<file path="src/rtl/tick_counter.sv">
// Prescaled modulo counter (0..MAX) whose increment path is a ripple chain of
// half adders; the prescaler tick is the chain carry-in.

module half_adder (
  input  logic a,
  input  logic b,
  output logic s,
  output logic co
);
  assign s  = a ^ b;
  assign co = a & b;
endmodule

module tick_counter #(
  parameter int WIDTH = 4,
  parameter int DIV   = 4,
  parameter int MAX   = 9
) (
  input  logic             clk,
  input  logic             reset,
  input  logic             en,
  input  logic             clr,
  input  logic             load,
  input  logic [WIDTH-1:0] D,
  output logic [WIDTH-1:0] Q,
  output logic             tick,
  output logic             tc,
  output logic             ovf
);
  localparam int DW = (DIV > 1) ? $clog2(DIV) : 1;
  localparam logic [DW-1:0]    DIV_LAST = DW'(DIV - 1);
  localparam logic [WIDTH-1:0] QMAX     = WIDTH'(MAX);

  logic [DW-1:0]    div_cnt;
  logic [WIDTH:0]   carry;
  logic [WIDTH-1:0] sum;
  logic [WIDTH-1:0] q_nxt;
  logic             at_max;
  logic             unused_carry_out;

  function automatic logic [WIDTH-1:0] sat_load(input logic [WIDTH-1:0] v);
    return (v > QMAX) ? QMAX : v;
  endfunction

  assign tick   = en & (div_cnt == DIV_LAST) & ~reset;
  assign at_max = (Q == QMAX);
  assign tc     = tick & at_max;

  // Increment by tick: the chain's sum equals Q when tick is low.
  assign carry[0] = tick;
  for (genvar i = 0; i < WIDTH; i++) begin : g_inc
    half_adder u_ha (
      .a  (Q[i]),
      .b  (carry[i]),
      .s  (sum[i]),
      .co (carry[i+1])
    );
  end
  assign unused_carry_out = carry[WIDTH];

  always_comb begin
    q_nxt = sum;
    if (tc) q_nxt = '0;
  end

  always_ff @(posedge clk) begin
    if (reset || clr) begin
      Q       <= '0;
      div_cnt <= '0;
      ovf     <= 1'b0;
    end else begin
      if (en) div_cnt <= (div_cnt == DIV_LAST) ? '0 : div_cnt + 1'b1;
      // A load discards any coincident tick, so no wrap is recorded.
      if (load) begin
        Q <= sat_load(D);
      end else begin
        Q <= q_nxt;
        if (tc) ovf <= 1'b1;
      end
    end
  end
endmodule
</file>
<file path="config.mk">
export PLATFORM = sky130hd
export DESIGN_NAME = tick_counter
export DESIGN_NICKNAME = d
export VERILOG_FILES = /design/src/rtl/tick_counter.sv
export SDC_FILE = /design/constraint.sdc
export NUM_CORES = 1
export LEC_CHECK = 0
export ABC_AREA = 1
export BUFFER_PORTS_ARGS = -buffer_cell sky130_fd_sc_hd__buf_4
export CORE_AREA = 2 2 39 41
export DETAILED_ROUTE_END_ITERATION = 12
export DIE_AREA = 0 0 41 43
export PLACE_DENSITY = 0.59
export SLEW_MARGIN = 15
export SYNTH_ARGS = -nofsm -noshare
export SYNTH_HDL_FRONTEND = slang
export SYNTH_SLANG_ARGS = --single-unit
export TNS_END_PERCENT = 50
</file>
<file path="constraint.sdc">
create_clock -name clk -period 1.79 [get_ports clk]
set_clock_uncertainty 0.15 [all_clocks]
set_input_delay 0.0895 -clock clk [delete_from_list [all_inputs] [get_ports clk]]
set_output_delay 0.0895 -clock clk [all_outputs]
set_load 0.05 [all_outputs]
</file>
Word-level counts from Yosys, hierarchy flattened
Index checks and enable logic that the tools add are counted.
{"block": "word_totals", "regBits": 7, "inputBits": 9, "out_inout_bits": 7, "word_cells": 25}
{"block": "op_classes", "add_sub_neg": 1, "magnitude_cmp": 1, "n_eq_ne": 2, "muxes": 4, "n_bitwise": 12, "reduce_logical": 2}
{"cell": "4-bit 2-to-1 mux", "n": 3}
{"cell": "1-bit AND", "n": 6}
{"cell": "4-bit == test, second input constant", "n": 1}
{"cell": "4-bit > comparator, second input constant", "n": 1}
{"cell": "1-bit bitwise XOR", "n": 4}
{"cell": "2-bit by 1-bit adder with 2-bit output, second input constant", "n": 1}
{"cell": "2-bit == test, second input constant", "n": 1}
{"cell": "2-bit 2-to-1 mux", "n": 1}
{"cell": "1-bit NOT", "n": 2}
{"cell": "2-bit AND reduction", "n": 1}
{"cell": "1-bit logical OR", "n": 1}

Longest topological paths before layout
Gate-level depths: netlist of run 1.
{"block": "depth", "ltp_word": 9, "depth_mapped": 11, "depth_no_buf": 11}

By module
Synthesis of run 1 repeated with hierarchy kept, for this count alone.
{"block": "unflattened", "cells_unflattened": 58, "area_unflattened_um2": 426.7}
{"mod": "tick_counter", "n_inst": 1, "cells_per_inst": 54, "area_each_um2": 376.6, "seq_area_each_um2": 140.1}
{"mod": "half_adder", "n_inst": 4, "cells_per_inst": 1, "area_each_um2": 12.5, "seq_area_each_um2": 0.0}

Worst setup path before layout of run 1
OpenSTA, ideal clock, no wires.
{"block": "synth_timing", "kind": "reg2reg", "startpoint": "reg div_cnt[0]", "endpoint": "reg Q[2]", "arrival_time_ns": 1.847, "setup_slack_ns": -0.323, "path_stages_with_launch": 11, "path_buffers": 0, "period_less_slack_ns": 2.113, "cell_sequence": "dfxtp_1 -> ha_1 -> nand2_2 -> nor2_2 -> ha_1 -> ha_1 -> ha_1 -> inv_1 -> nor2_1 -> nand2_1 -> a21oi_1"}
{"block": "synth_between", "elab_chain_len": 8, "elab_cells_between_ends": 9, "cone_classes": "1 x eq/ne; 2 x mux; 6 x bitwise"}
{"element": "from (decl)", "line": "34", "rtl": "logic [DW-1:0] div_cnt;"}
{"element": "from (signal assigned)", "line": "72", "rtl": "if (en) div_cnt <= (div_cnt == DIV_LAST) ? '0 : div_cnt + 1'b1;"}
{"element": "2-bit == test (*)", "line": "45", "rtl": "assign tick = en & (div_cnt == DIV_LAST) & ~reset;"}
{"element": "1-bit AND (*) (2 in series)", "line": "45"}
{"element": "named net tick", "line": "26", "rtl": "output logic tick,"}
{"element": "1-bit AND (2 in series)", "line": "11", "rtl": "assign co = a & b;"}
{"element": "1-bit bitwise XOR", "line": "10", "rtl": "assign s = a ^ b;"}
{"element": "4-bit 2-to-1 mux (*)", "line": "63", "rtl": "if (tc) q_nxt = '0;"}
{"element": "4-bit 2-to-1 mux (*)", "line": "74", "rtl": "if (load) begin"}
{"element": "to (signal assigned)", "line": "75", "rtl": "Q <= sat_load(D);"}
{"element": "to (signal assigned)", "line": "77", "rtl": "Q <= q_nxt;"}
{"element": "to (decl)", "line": "25", "rtl": "output logic [WIDTH-1:0] Q,"}
The timed path passes the listed nets; every way through them passes the cells marked *.
A chain may end at the register's enable or synchronous reset.

Worst setup path after layout of run 1
{"block": "layout_timing", "startpoint": "reg div_cnt[0]", "endpoint": "reg Q[2]"}
{"block": "layout_between", "elab_chain_len": 8, "elab_cells_between_ends": 9, "cone_classes": "1 x eq/ne; 2 x mux; 6 x bitwise"}
{"element": "2-bit == test (*)", "line": "45"}
{"element": "1-bit AND (*) (2 in series)", "line": "45"}
{"element": "1-bit AND (2 in series)", "line": "11"}
{"element": "1-bit bitwise XOR", "line": "10"}
{"element": "4-bit 2-to-1 mux (*)", "line": "63"}
{"element": "4-bit 2-to-1 mux (*)", "line": "74"}
Every way passes the cells marked *; elsewhere a longest branch is shown, timed or not.

==> impl_metrics.env, run 1 <==
export IMPL_coreArea_um2=1384
export IMPL_clkPwrFrac_pct=39.1
export IMPL_clk_pin_slew_ns=0.06
export IMPL_cts_htree_levels=1
export IMPL_grt_pass1_wl_mm=1.317
export IMPL_yosysTopAreaCell="dfxtp_1"
export IMPL_firstDrtPassIters=2
export IMPL_clk_latency_ns=0.26
export IMPL_layout_drive_gt1_share_pct=39.24
export IMPL_clock_sinks=7
export IMPL_cts_root_buf="clkbuf_4"
export IMPL_drt_iter0_drc=1
export IMPL_viasPerCell=4.379
export IMPL_leakage_nw=0.2998
export IMPL_finalInstanceArea_um2=678.2
export IMPL_syn_inst=61
export IMPL_fmax_mhz=592.6
export IMPL_place_area_um2=581.8
export IMPL_path_class="reg2reg"
export IMPL_critPathLaunch="div_cnt[0]"
export IMPL_vias=416
export IMPL_crit_top_cell="ha_4"
export IMPL_cp_required_ns=1.82
export IMPL_syn_nets=74
export IMPL_antenna_left=0
export IMPL_synth_area_um2=450.4
export IMPL_grt_pass1_vias=342
export IMPL_finalCritPeriodShare_pct=94.28
export IMPL_slew_viol_final=0
export IMPL_crit_fanout=4
export IMPL_irDropWorstVdd_v=0.0002928
export IMPL_comb_power_share_pct=16.8
export IMPL_rsz0062_at_grt="false"
export IMPL_num_antenna_cells=0
export IMPL_yosysWarnings=0
export IMPL_power_switching_w=0.00009673
export IMPL_numCtsBuffers=3
export IMPL_seq_power_share_pct=44.1
export IMPL_status="finished, final reports clean"
export IMPL_switching_share_pct=25.96
export IMPL_ys_ff_latch=7
export IMPL_start_util_pct=32.55
export IMPL_dieArea_um2=1763
export IMPL_area_growth_pct=50.56
export IMPL_power_w=0.0003726
export IMPL_worstReg2RegEnd="Q[2]"
export IMPL_endpoint="Q[2]"
export IMPL_drt_total_wl_um=868
export IMPL_ys_seq_area_share_pct=31.11
export IMPL_slowest_delay_ns=0.35
export IMPL_cts_buffer_depth=2
export IMPL_hold_viol=0
export IMPL_final_nets=93
export IMPL_cts_tree="yes"
export IMPL_rr_startpoint="div_cnt[0]"
export IMPL_crit_arrival_ns=1.71
export IMPL_cp_end_kind="flip-flop"
export IMPL_drc=0
export IMPL_powerDensity_nw_per_um2=549.5
export IMPL_regToRegSetupSlack_ns=0.10
export IMPL_place_congestion=0.7067
export IMPL_worst_slew_pin_slew_ns=0.3128
export IMPL_die_h_um=43
export IMPL_max_slew_margin_pct=79.14
export IMPL_avgRoutedWirePerCell_um=9.137
export IMPL_port_buffers=15
export IMPL_rows=14
export IMPL_grt_ovfl_total=0
export IMPL_post_route_min_period_ns=1.688
export IMPL_yosysTopAreaCellShare_pct=31.11
export IMPL_rr_worst_depth=10
export IMPL_finalSetupViolations=0
export IMPL_antenna_found_initial=0
export IMPL_worst_setup_path_start_kind="flip-flop"
export IMPL_crit_chain="ha_4 -> nand2_4 -> nor2_4 -> ha_4 -> ha_4 -> ha_4 -> inv_1 -> nor2_1 -> nand2_1 -> a21oi_1"
export IMPL_netlist_top_cells_area="dfxtp_1 (31%), ha_1 (11%), buf_4 (8.3%)"
export IMPL_hpwl_um=654
export IMPL_synth_cell_types=17
export IMPL_die_w_um=41
export IMPL_cp_slowest_cell="dfxtp_4"
export IMPL_syn_avg_cell_area_um2=7.384
export IMPL_maxCapViolations=0
export IMPL_internal_power_w=0.0002759
export IMPL_hold_path_class="in2reg"
export IMPL_grt_max_degree=9
export IMPL_grt_total_usage_pct=11.94
export IMPL_io_pins=16
[cells in the final DEF (no fill, tap or decap), drive strengths merged, types with 3 or more instances in the layout]
cell type / instances
inv: 10
nand2: 12
ha: 4
nor2: 9
buf: 15
clkbuf: 4
a21oi: 6
dfxtp: 7
dlygate4sd3: 4
nand3: 3
[per-stage QoR]
step	utilization, %	cells	TNS [ns]	setup WS [ns]	hold slack (ns)
after floorplan	-	61	-0.1183	-0.06540	0.02548
after detailed placement	42.04	86	0	0.1081	0.1687
after global placement	42.04	86	0	0.1134	0.1656
after global routing	49.01	95	0	0.004539	0.05047
after CTS	47.56	95	0	0.04875	0.009667
final	49.01	95	0	0.1024	0.01249
[synthesized netlist by cell type]
cell	number
nand2_1	10
nor2_2	2
inv_2	1
inv_1	9
ha_1	4
or2_1	1
o21a_1	1
a21oi_2	1
mux2i_1	1
nand2_2	2
buf_6	1
nor2_1	7
a21oi_1	5
buf_4	5
nand3_1	3
dfxtp_1	7
a211oi_2	1
[what timing repair did]
item / in CTS / in global routing
hold buffers: 5 / 0
hold endpoints to repair: 6 / 0
gates resized for setup: 0 / 4
buffers inserted: 0 / 1
endpoints found under the setup margin: 0 / 2
[power by group through the flow]
stage	registers, W	logic, W	clock network [W]
floorplan	0.000168	0.0000370	0
global placement	0.000168	0.0000532	0
detailed placement	0.000168	0.0000537	0
CTS	0.000165	0.0000619	0.000151
global route	0.000165	0.0000684	0.000157
finish	0.000164	0.0000626	0.000146
[flip-flops by register name, summed over array words and instances (netlist names)]
signal and count:
div_cnt 2, Q 4, ovf 1
[cell families after synthesis]
group | synth area share, %
AO/OA/AOI/OAI | 11.94
adder cells (fa/ha/maj) | 11.11
buffers and inverters | 19.17
flip-flops | 31.11
multiplexers | 2.222
AND/OR/NAND/NOR | 24.45
[worst max-delay path: cells and delay by family (launching register included)]
kind / cells / cell delay (ns)
flip-flops: 1 / 0.35
adder cells (fa/ha/maj): 4 / 0.71
AND/OR/NAND/NOR: 4 / 0.24
AO/OA/AOI/OAI: 1 / 0.12
buffers and inverters: 1 / 0.03
[area by class of cell]
class                      instances  area [um2]
fill                             142       705.7
multi-input combinational         38       284.0
inverter                          10       37.54
clock buffer                       4       26.28
sequential                         7       145.1
tap                               16       20.02
timing repair buffer              20       165.2
[routing by layer]
metal	routed length (um)	track usage [%]	share of wire, %
met2	424	16.25	49
met5	0	0	0
met3	48	4.712	5.5
met1	381	13.78	44
met4	14	10.00	1.6
[worst min-delay path by stage]
| stage | start | to | cells after the start |
|---|---|---|---|
| 3_3_place_gp | en | div_cnt[0] | 2 |
| 4_1_cts | load | Q[0] | 4 |
| 5_1_grt | load | Q[2] | 3 |
| 6_report | load | Q[0] | 4 |
| 3_5_place_dp | en | div_cnt[0] | 2 |
| 2_1_floorplan | en | div_cnt[0] | 1 |
Note: power is estimated with default switching activity, not from simulation.
==> inputs of run 2 (changes only) <==
- PLACE_DENSITY: 0.59 -> not set
- SYNTH_HIERARCHICAL: not set -> 1
- TNS_END_PERCENT: 50 -> not set
==> run 2 against run 1 <==
Effect of this change:
- count of clock-buffer cells in the layout is the same
- utilization grew 5.2 points
- via count grew 6.7%
- area after synthesis shrank 5.3%
- die area is the same
- largest cell class unchanged
- power grew 5.2%
- clock power grew 3%
- highest routed layer unchanged
- critical endpoint is now Q[3]
- sequential power is essentially flat
- cell count grew 7.4%
==> impl_metrics.env, run 2 <==
export IMPL_finalInstanceArea_um2=750.7
export IMPL_worst_slack_ns=0.07180
export IMPL_clock_sinks=7
export IMPL_cp_end_kind="flip-flop"
export IMPL_die_w_um=41
export IMPL_antenna_found_initial=0
export IMPL_hpwl_um=685
export IMPL_pre_cts_ws_ns=0.07206
export IMPL_post_route_min_period_ns=1.718
export IMPL_die_h_um=43
export IMPL_crit_arrival_ns=1.72
export IMPL_cts_root_buf="clkbuf_4"
export IMPL_worst_setup_path_start_kind="flip-flop"
export IMPL_avgRoutedWirePerCell_um=10.57
export IMPL_yosysTopAreaCellShare_pct=32.84
export IMPL_final_nets=101
export IMPL_syn_avg_cell_area_um2=7.356
export IMPL_endpoint="Q[3]"
export IMPL_layout_common_cells="buf_4 (16), inv_1 (12), nand2_1 (9), dlygate4sd3_1 (8), nor2_1 (6)"
export IMPL_path_class="reg2reg"
export IMPL_synth_area_um2=426.7
export IMPL_leakage_nw=0.3471
export IMPL_powerDensity_nw_per_um2=522.1
export IMPL_worstReg2RegEnd="Q[3]"
export IMPL_synthFlopType="dfxtp_1"
export IMPL_worst_hold_slack_ns=0.02687
export IMPL_regToRegSetupSlack_ns=0.07
export IMPL_grt_pass1_wl_mm=1.683
export IMPL_firstDrtPassIters=4
export IMPL_dp_cells=89
export IMPL_final_common_cell="buf_4"
export IMPL_seq_area_um2=142.6
export IMPL_grt_total_usage_pct=14.27
export IMPL_numCtsBuffers=3
export IMPL_finalSetupViolations=0
export IMPL_io_pins=16
export IMPL_critPathLaunch="div_cnt[1]"
export IMPL_status="finished, final reports clean"
export IMPL_place_area_um2=631.9
export IMPL_area_growth_pct=75.95
export IMPL_rsz0062_at_grt="false"
export IMPL_yosysMostFrequentCell="inv_1"
export IMPL_finalCritPeriodShare_pct=95.99
export IMPL_slew_viol_final=0
export IMPL_place_congestion=0.7351
export IMPL_synthArstFlopShare_pct=0
export IMPL_worst_slew_pin_slew_ns=0.2324
export IMPL_syn_nets=72
export IMPL_multi_input_area_um2=300.3
export IMPL_irDropWorstVdd_v=0.0003350
export IMPL_grt_pass1_vias=411
export IMPL_tns_ns=0
export IMPL_ys_ff_latch=7
export IMPL_synth_edf_count=0
export IMPL_crit_fanout=2
export IMPL_hold_viol=0
export IMPL_vias=444
export IMPL_viasPerCell=4.353
export IMPL_cp_required_ns=1.79
export IMPL_cts_tree="yes"
export IMPL_rr_worst_depth=11
export IMPL_cts_htree_levels=1
export IMPL_ys_seq_area_share_pct=32.84
export IMPL_drt_iter0_drc=10
export IMPL_num_antenna_cells=0
export IMPL_layoutNonFillerInstCount=102
export IMPL_rr_startpoint="div_cnt[1]"
export IMPL_largest_reg_flops=4
export IMPL_rows=14
export IMPL_yosysTopAreaCell="dfxtp_1"
export IMPL_drc=0
export IMPL_start_util_pct=30.83
export IMPL_drt_total_wl_mm=1.078
export IMPL_antenna_left=0
export IMPL_clk_latency_ns=0.25
export IMPL_yosysWarnings=6
export IMPL_hold_path_class="in2reg"
export IMPL_maxCapViolations=0
export IMPL_top_register="Q"
export IMPL_nFillCells=131
export IMPL_clk_pin_slew_ns=0.06
export IMPL_coreArea_um2=1384
export IMPL_max_slew_margin_pct=84.51
export IMPL_netlist_top_cells_area="dfxtp_1 (33%), ha_1 (15%), inv_1 (11%)"
export IMPL_port_buffers=15
export IMPL_dieArea_um2=1763
export IMPL_synth_top_cells_by_count="inv_1 (13), nand2_1 (9), dfxtp_1 (7)"
export IMPL_synth_cell_types=16
export IMPL_grt_max_degree=9
export IMPL_layout_drive_gt1_share_pct=39.53
export IMPL_fmax_mhz=582.0
export IMPL_grt_ovfl_total=0
export IMPL_largestRegisters="Q x4, div_cnt x2, ovf x1"
export IMPL_cts_buffer_depth=2
export IMPL_syn_inst=58
[run 2: logic make-up (layout without fill, tap and decap cells)]
| kind of cell | after synthesis | in the layout | synth area share (%) |
|---|---|---|---|
| buffers and inverters | 14 | 42 | 12.61 |
| adder cells (fa/ha/maj) | 5 | 5 | 14.66 |
| XOR/XNOR | 1 | 1 | 2.053 |
| flip-flops | 7 | 7 | 32.84 |
| AO/OA/AOI/OAI | 8 | 8 | 10.26 |
| AND/OR/NAND/NOR | 23 | 23 | 27.57 |
[run 2: routing by layer]
metal | wire (um) | track usage, %
met1 | 406 | 16.77
met2 | 570 | 21.88
met3 | 66 | 3.141
met4 | 34 | 9.333
met5 | 0 | 0
[run 2: worst max-delay path, cell delays in order (launching register included)]
cell	delay, ns
dfxtp_2	0.33
ha_4	0.16
nand2_4	0.06
nor2_4	0.04
ha_4	0.15
ha_4	0.15
ha_4	0.15
ha_4	0.20
nor2_1	0.09
nor2_1	0.04
nand2_1	0.05
inv_1	0.03
[run 2: where the power goes]
group	internal, W	total [W]	switching (W)
logic	0.0000377	0.0000745	0.0000368
registers	0.000161	0.000167	0.00000582
clock network	0.0000855	0.000150	0.0000649
[run 2: layout make-up]
class / instances / share of cell area, %
Clock buffer: 4 / 3.500
Inverter: 13 / 6.500
Multi-Input combinational cell: 37 / 40.00
Sequential cell: 7 / 19.00
Tap cell: 16 / 2.667
Timing Repair Buffer: 25 / 28.33
[run 2: worst min-delay path by stage]
stage / cells past startpoint / slack [ns] / startpoint / end
after floorplan: 1 / 0.02 / en / div_cnt[1]
after global placement: 2 / 0.16 / en / div_cnt[1]
after detailed placement: 2 / 0.17 / en / div_cnt[1]
after CTS: 5 / 0.02 / D[0] / Q[0]
after global routing: 5 / 0.06 / D[0] / Q[0]
final: 5 / 0.03 / D[0] / Q[0]
[run 2: repair_timing]
item	CTS	global route
hold buffers	9	0
endpoints found under the hold margin	5	0
setup buffers	0	1
gates resized for setup	0	1
endpoints found under the setup margin	0	1
[run 2: through the flow]
stage	total power, W	util, %
final	0.0003919	54.25
after global routing	0.0004103	54.25
after CTS	0.0003886	54.07
after detailed placement	0.0002291	45.66
after global placement	0.0002287	45.66
after floorplan	0.0002033	-
==> inputs of run 3 (changes only) <==
- clock period: 1.79 -> 1.4 ns (I/O delays scaled with it)
==> run 3 against run 2 <==
Effect of this change:
- the flow now finishes with violations (hold timing, setup timing)
- flip-flop and latch count is the same
- sequential share of layout area is 0.76 points lower
- count of clock-buffer cells in the layout stayed put
- critical endpoint unchanged
- maximum frequency down 0.27%
- cell area up 7.8%
- routed wire length increased by 3.5%
- power grew 30%
- via count up 4.5%
==> impl_metrics.env, run 3 (same netlist as run 2, synthesis figures left out) <==
export IMPL_crit_top_cell="ha_4"
export IMPL_worst_slew_pin_slew_ns=0.2379
export IMPL_layout_drive_gt1_share_pct=54.44
export IMPL_tns_ns=-0.9393
export IMPL_rsz0062_at_grt="true"
export IMPL_firstDrtPassIters=4
export IMPL_port_buffers=15
export IMPL_power_w=0.0005107
export IMPL_final_common_cell="buf_4"
export IMPL_numCtsBuffers=3
export IMPL_top_register="Q"
export IMPL_clk_latency_ns=0.26
export IMPL_max_slew_margin_pct=84.09
export IMPL_antenna_left=0
export IMPL_worst_hold_slack_ns=-0.01241
export IMPL_worst_setup_path_start_kind="flip-flop"
export IMPL_final_nets=105
export IMPL_hpwl_um=749.3
export IMPL_finalSetupViolations=5
export IMPL_grt_pass1_wl_mm=1.800
export IMPL_place_congestion=0.7659
export IMPL_maxCapViolations=0
export IMPL_largestRegisters="Q x4, div_cnt x2, ovf x1"
export IMPL_path_class="reg2reg"
export IMPL_status="finished with violations"
export IMPL_worst_slack_ns=-0.3229
export IMPL_cts_tree="yes"
export IMPL_top_usage_layer="met2"
export IMPL_start_util_pct=30.83
export IMPL_antenna_found_initial=0
export IMPL_pre_cts_ws_ns=-0.3208
export IMPL_drt_iter0_drc=8
export IMPL_hold_path_class="in2reg"
export IMPL_grt_ovfl_total=0
export IMPL_die_w_um=41
export IMPL_post_route_min_period_ns=1.723
export IMPL_cts_root_buf="clkbuf_4"
export IMPL_cp_end_kind="flip-flop"
export IMPL_io_pins=16
export IMPL_grt_util_met3_pct=4.712
export IMPL_drc=0
export IMPL_crit_chain="ha_4 -> nand2_4 -> nor2_4 -> ha_4 -> ha_4 -> ha_4 -> ha_4 -> nor2_1 -> nor2_1 -> nand2_1 -> inv_1"
export IMPL_cts_buffer_depth=2
export IMPL_coreArea_um2=1384
export IMPL_cp_required_ns=1.40
export IMPL_met1_usage_pct=20.00
export IMPL_fmax_mhz=580.4
export IMPL_drt_total_wl_mm=1.116
export IMPL_irDropWorstVdd_v=0.0003422
export IMPL_avgRoutedWirePerCell_um=10.53
export IMPL_grt_total_usage_pct=15.05
export IMPL_grt_max_degree=7
export IMPL_vias=464
export IMPL_cp_slowest_cell="dfxtp_2"
export IMPL_grt_use_met2_pct=22.50
export IMPL_leakage_nw=0.3514
export IMPL_crit_fanout=2
export IMPL_clock_sinks=7
export IMPL_hold_viol=2
export IMPL_largest_reg_flops=4
export IMPL_clk_pin_slew_ns=0.06
export IMPL_dieArea_um2=1763
export IMPL_slew_viol_final=0
export IMPL_crit_arrival_ns=1.72
export IMPL_cts_htree_levels=1
export IMPL_num_antenna_cells=0
export IMPL_finalCritPeriodShare_pct=123.1
export IMPL_die_h_um=43
export IMPL_violations="hold timing, setup timing"
export IMPL_area_growth_pct=89.74
export IMPL_powerDensity_nw_per_um2=630.9
export IMPL_rows=14
export IMPL_grt_pass1_vias=441
export IMPL_slowest_delay_ns=0.33
export IMPL_layout_common_cells="buf_4 (19), nand2_1 (9), inv_1 (9), dlygate4sd3_1 (8), dfxtp_2 (6)"
export IMPL_viasPerCell=4.377
-- run 3: cell count changes in the layout (fill, tap and decap cells not counted), sizes merged --
| cell | change |
|---|---|
| clkinvlp | +1 |
| buf | +5 |
| dlymetal6s4s | -1 |
| inv | -1 |
-- run 3: timing repair --
action	4_1_cts	5_1_grt
buffers inserted	1	1
cloned	0	0
endpoints found under the setup margin	5	6
resized for setup	4	4
hold buffers	8	0
pin swaps	2	1
endpoints found under the hold margin	5	0
-- run 3: layout make-up --
class                   instances  area [um2]
fillers                       120       574.3
multi-input cells              37       310.3
repair buffers                 29       252.7
flip-flops and latches          7       147.6
inverters                      13       52.55
clock buffers                   4       26.28
well taps                      16       20.02
-- run 3: power by group --
group | leakage (nW) | switching (W) | internal (W)
clock | 0.0150 | 0.0000835 | 0.000109
combinational | 0.277 | 0.0000498 | 0.0000541
sequential | 0.0596 | 0.00000704 | 0.000207
total | 0.351 | 0.000140 | 0.000370
-- run 3: critical path, delay by kind of cell, from the launching register on --
family,cells,cell delay [ns]
flops,1,0.33
fa+ha+maj,5,0.82
simple gates,5,0.27
buf+inv,1,0.03
-- run 3: per-stage QoR --
step,utilization (%),area [um2],std cells,hold WS (ns)
floorplan,-,505.5,58,0.001882
global placement,47.92,663.1,92,0.1857
detailed placement,47.92,663.1,92,0.1762
CTS,57.23,792.0,105,-0.0004833
global route,58.50,809.5,106,0.04339
finish,58.50,809.5,106,-0.01241
-- run 3: layer usage --
metal / part of all wire, % / wire length [um] / vias up
met5: 0 / 0 / -
met4: 0.45 / 5 / 0
met3: 5.2 / 58 / 2
met2: 50 / 561 / 16
met1: 44 / 490 / 205
li1: - / - / 241
-- run 3: path summary, 6_finish.rpt --
check	from	endpoint	slack, ns	cells past startpoint
max	div_cnt[1]	Q[3]	-0.32	11
min reg2reg	ovf	ovf	0.31	2
max reg2reg	div_cnt[1]	Q[3]	-0.32	11
min	D[0]	Q[0]	-0.01	5
